--- src/rtl/sp_mem_arbiter.sv ---
// ============================================================================
// sp_mem_arbiter
//   Round-robin load/store arbiter onto a single request/ready memory port,
//   with read-after-write collision override and a sticky stall watchdog.
// Revision: 1.0
// ============================================================================
`default_nettype none

module sp_mem_arbiter #(
    parameter int ADDR_W = 32,
    parameter int DATA_W = 64,
    parameter int ROW_W  = 2,
    parameter int TO_CYC = 255
) (
    input  logic              CLK,
    input  logic              nRST,
    input  logic              sLoad,
    input  logic [ADDR_W-1:0] load_addr,
    input  logic              sStore,
    input  logic [ADDR_W-1:0] store_addr,
    input  logic [DATA_W-1:0] store_data,
    output logic              sLoad_hit,
    output logic [ROW_W-1:0]  sLoad_row,
    output logic [DATA_W-1:0] load_data,
    output logic              sStore_hit,
    output logic              mem_ren,
    output logic              mem_wen,
    output logic [ADDR_W-1:0] mem_addr,
    output logic [DATA_W-1:0] mem_wdata,
    input  logic              mem_ready,
    input  logic [DATA_W-1:0] mem_rdata,
    output logic              busy,
    output logic              err_timeout
);

    localparam int             CNT_W   = $clog2(TO_CYC + 1);
    localparam logic [CNT_W-1:0] CNT_MAX = CNT_W'(TO_CYC);

    typedef enum logic [1:0] {
        IDLE  = 2'd0,
        LOAD  = 2'd1,
        STORE = 2'd2,
        RESP  = 2'd3
    } state_t;

    state_t              state_q, state_d;
    logic [ADDR_W-1:0]   addr_q, addr_d;
    logic [DATA_W-1:0]   wdata_q, wdata_d;
    logic [DATA_W-1:0]   load_data_q, load_data_d;
    logic [ROW_W-1:0]    row_q, row_d;
    logic                rr_q, rr_d;
    logic                op_load_q, op_load_d;
    logic [CNT_W-1:0]    cnt_q, cnt_d;
    logic                err_q, err_d;
    logic                grant_store;

    // A same-address collision must let the store land before the load reads.
    assign grant_store = sStore && (!sLoad || rr_q || (load_addr == store_addr));

    always_ff @(posedge CLK or negedge nRST) begin
        if (!nRST) begin
            state_q     <= IDLE;
            addr_q      <= '0;
            wdata_q     <= '0;
            load_data_q <= '0;
            row_q       <= '0;
            rr_q        <= 1'b0;
            op_load_q   <= 1'b0;
            cnt_q       <= '0;
            err_q       <= 1'b0;
        end else begin
            state_q     <= state_d;
            addr_q      <= addr_d;
            wdata_q     <= wdata_d;
            load_data_q <= load_data_d;
            row_q       <= row_d;
            rr_q        <= rr_d;
            op_load_q   <= op_load_d;
            cnt_q       <= cnt_d;
            err_q       <= err_d;
        end
    end

    always_comb begin
        state_d     = state_q;
        addr_d      = addr_q;
        wdata_d     = wdata_q;
        load_data_d = load_data_q;
        row_d       = row_q;
        rr_d        = rr_q;
        op_load_d   = op_load_q;
        cnt_d       = cnt_q;
        err_d       = err_q;

        case (state_q)
            IDLE: begin
                cnt_d = '0;
                if (sLoad || sStore) begin
                    if (grant_store) begin
                        addr_d    = store_addr;
                        wdata_d   = store_data;
                        op_load_d = 1'b0;
                        rr_d      = 1'b0;
                        state_d   = STORE;
                    end else begin
                        addr_d    = load_addr;
                        op_load_d = 1'b1;
                        rr_d      = 1'b1;
                        state_d   = LOAD;
                    end
                end
            end
            LOAD: begin
                if (cnt_q != CNT_MAX) cnt_d = cnt_q + 1'b1;
                if (mem_ready) begin
                    load_data_d = mem_rdata;
                    row_d       = addr_q[ROW_W-1:0];
                    state_d     = RESP;
                end
            end
            STORE: begin
                if (cnt_q != CNT_MAX) cnt_d = cnt_q + 1'b1;
                if (mem_ready) state_d = RESP;
            end
            default: begin
                state_d = IDLE;
            end
        endcase

        if (((state_q == LOAD) || (state_q == STORE)) && (cnt_d == CNT_MAX)) begin
            err_d = 1'b1;
        end
    end

    assign mem_ren     = (state_q == LOAD);
    assign mem_wen     = (state_q == STORE);
    assign mem_addr    = addr_q;
    assign mem_wdata   = wdata_q;
    assign sLoad_hit   = (state_q == RESP) && op_load_q;
    assign sStore_hit  = (state_q == RESP) && !op_load_q;
    assign sLoad_row   = row_q;
    assign load_data   = load_data_q;
    assign busy        = (state_q != IDLE);
    assign err_timeout = err_q;

endmodule

`default_nettype wire

--- config.mk ---
export PLATFORM = sky130hd
export DESIGN_NAME = sp_mem_arbiter
export DESIGN_NICKNAME = d
export VERILOG_FILES = /design/src/rtl/sp_mem_arbiter.sv
export SDC_FILE = /design/constraint.sdc
export NUM_CORES = 1
export LEC_CHECK = 0
export CORE_AREA = 2 2 141 143
export CTS_BUF_LIST = sky130_fd_sc_hd__clkbuf_8
export CTS_CLUSTER_SIZE = 25
export DETAILED_ROUTE_END_ITERATION = 10
export DIE_AREA = 0 0 143 145
export DONT_BUFFER_PORTS = 1
export PLACE_DENSITY_LB_ADDON = 0.15
export SYNTH_ARGS = -nofsm -noshare
export SYNTH_HDL_FRONTEND = slang
export SYNTH_SLANG_ARGS = --single-unit
export TNS_END_PERCENT = 10
--- constraint.sdc ---
create_clock -name CLK -period 2.84 [get_ports CLK]
set_input_delay 0.284 -clock CLK [delete_from_list [all_inputs] [get_ports CLK]]
set_output_delay 0.284 -clock CLK [all_outputs]
set_load 0.01 [all_outputs]
==> run metrics <==
largest net degree at the start of global routing 175; area grow syn2layout 28.0%; Synth warnings 0; postcts setup bufs 0; CP startpoint kind flop; worst-skew pair later-pin latency 0.47 ns; Routed WL 23,100 um; vias in the first global route 6,219; Synth Area in Simple Gates 0.0826; Post-DRT Antenna Nets 0; Min-Delay Path Class in -> async; slew margin rel. 0.327; post-synthesis cell type count 41; async set-reset flop share out of synthesis 1.00; CP Capture Type flop; num ports 365; Period Utilization, post-route 0.780; CP max stage delay 0.61 ns; worst slack, placed 0.386 ns; nets@finish 1,017; unrepaired setup endpoints after global routing no; Num CTS Buffers 17; core box area 19,200 um^2; Layout fillers 1,616; failing checks negative hold slack; layout cells sized above 1 0.152; DR vias/cell 5.49; cells along the critical path inv_1, ha_1, inv_1, or2_2, nor3_1, a211oi_1; min setup slack post-route 0.626 ns; CP Data Required Time 3.16 ns; Initial Utilization 0.413; Synth Net Count 874; CP max stage cell or2_2; drt drc 0; 1st-iter DRT viols 347; worst slew pin tran 1.01 ns; status finished, violations left; clock skew 0.0187 ns; Overall Global Routing Usage 0.220; mean area per synthesized cell 11.8 um^2; register area 4350 um^2; min cycle time layout 2.21 ns; Yosys top cell area share 0.549; Die Ht 145 um; total grt overflow 0; sequential share of the synthesized area 0.549; crit path DAT 2.53 ns; Std-Cell Rows 51; clock sinks 174; largest family of logic cells by synthesized area multiplexers; max cap viols 0; Layout Cells excl Fill 1,093; Most Frequent Cell on Critical Path inv_1; Worst Path Max Fanout 33; leading area contributor after synthesis dfrtp_1; Pwr Density 965 nW/um^2; H-tree levels 4; Primary FF master, synth dfrtp_1; Chip Width 143 um; deepest clock path buffer count 2; ranking of synthesized cells by area dfrtp_1 (55%), mux2_2 (12%), mux2_1 (7.0%); XOR/XNOR share of the synthesized area 0.0364; setup_tns 0 ns; Post-Synth Adder-Cell Area 0.00946; compound-cell area share of the yosys netlist 0.106; most frequent cell after synthesis dfrtp_1; VDD IR max 476 uV; post-synthesis mux area share 0.186; Hold Violations, Final 174; CTS tree yes; first-pass GRT wire length 35,300 um; root buf cell clkbuf_8; Leak Pwr 4.19 nW; die area 20,700 um^2; critical path class reg -> reg; Inst Count DP 900; drt pass-1 iters 4; GPL Wtd Cong 0.830; Max Slew Vio Count 0; CTS resizes 0; synthesized area 7930 um^2; area of the multi-input gates 3360 um^2; Commonest cells post-synth dfrtp_1 (174), mux2_2 (82), nor2_1 (76); initial antenna violation count 1; Post-synth EDFFs 0; hpwl dp 15,300 um; Synth Instances 671; FF+latch count, synth 174; hold slack -0.504 ns; clk slew on worst S/H paths 0.11 ns; final setup violation count 0; Port Buf Inserts 0; routed length per instance 21.2 um; routed via count 6,000; hold_buf cts 160; Max Freq 452 MHz
layer usage:
layer,share of wire,global-route usage,vias up
li1,-,-,2713
met1,0.37,0.250,2939
met2,0.49,0.358,312
met3,0.12,0.105,36
met4,0.024,0.0777,0
met5,0,0,-
path summary, 6_finish.rpt:
path / start / to / slack (ns) / cells past startpoint
min in group CLK: store_addr[11] / mem_addr[11]$_DFFE_PN0P_ / 0.04 / 2
max: state_q[1]$_DFFE_PN0P_ / mem_addr[19]$_DFFE_PN0P_ / 0.63 / 6
max reg2reg: state_q[1]$_DFFE_PN0P_ / mem_addr[19]$_DFFE_PN0P_ / 0.63 / 6
max in group asynchronous: nRST / mem_wdata[44]$_DFFE_PN0P_ / 3.01 / 0
min: nRST / mem_wdata[9]$_DFFE_PN0P_ / -0.50 / 0
min reg2reg: mem_wdata[56]$_DFFE_PN0P_ / mem_wdata[56]$_DFFE_PN0P_ / 0.57 / 1
power breakdown:
group          internal (W)  switching [W]
Combinational       0.00150        0.00129
Clock              0.000666        0.00108
Sequential          0.00370        0.00157
per-stage QoR:
stage          area (um^2)  utilization  total power [W]  hold WS (ns)
2_1_floorplan         7930            -          0.00710       -0.0116
3_3_place_gp          8150        0.424          0.00777      -0.00785
3_5_place_dp          8150        0.424          0.00791      -0.00805
4_1_cts              10200        0.529          0.00985        -0.542
5_1_grt              10200        0.529           0.0104        -0.558
6_report             10200        0.529          0.00980        -0.504
sequential cells by signal, summed over array words and instances, names as in the netlist:
signal	count
cnt_q	8
err_timeout	1
load_data	64
mem_addr	32
mem_wdata	64
op_load_q	1
sLoad_row	2
state_q	2
kinds of logic after synthesis:
kind of cell / Yosys count
adder cells (fa/ha/maj): 6
XOR/XNOR: 33
buffers and inverters: 49
AO/OA/AOI/OAI: 131
flip-flops: 174
AND/OR/NAND/NOR: 147
multiplexers: 131
cells in the final DEF, fill, tap and decap left out, types with 3 or more instances in the layout:
master | synthesis | routed
a211oi_1 | 32 | 32
a21oi_1 | 43 | 43
a22o_1 | 4 | 4
buf_4 | 2 | 5
clkbuf_8 | 0 | 17
clkinv_8 | 0 | 4
clkinvlp_4 | 0 | 4
dfrtp_1 | 174 | 174
dlygate4sd3_1 | 0 | 160
ha_1 | 6 | 6
inv_1 | 6 | 6
inv_8 | 0 | 5
mux2_1 | 49 | 49
mux2_2 | 82 | 82
nand2_1 | 10 | 9
nand3_1 | 4 | 4
nand4_1 | 4 | 4
nor2_1 | 76 | 75
nor3_1 | 37 | 37
nor4_1 | 8 | 8
o21ai_0 | 5 | 5
o22ai_1 | 33 | 33
o31ai_1 | 3 | 3
xor2_1 | 32 | 32
critical path: cells and delay by family, from the launching register on:
family                     cells  cell delay, ns
and+or+nand+nor                2            0.90
buffers and inverters          2            0.31
AOI/OAI and AO/OA              1            0.09
DFF                            1            0.45
adders and majority gates      1            0.30
area by class of cell:
cell class              count  share of cell area
diodes                      1            0.000246
well taps                 265              0.0327
inverters                   6             0.00222
flip-flops and latches    174               0.429
clock inverters            15              0.0166
multi-input cells         448               0.331
clock buffers              17              0.0230
repair buffers            167               0.165
Power figures use the tool's default switching activity.
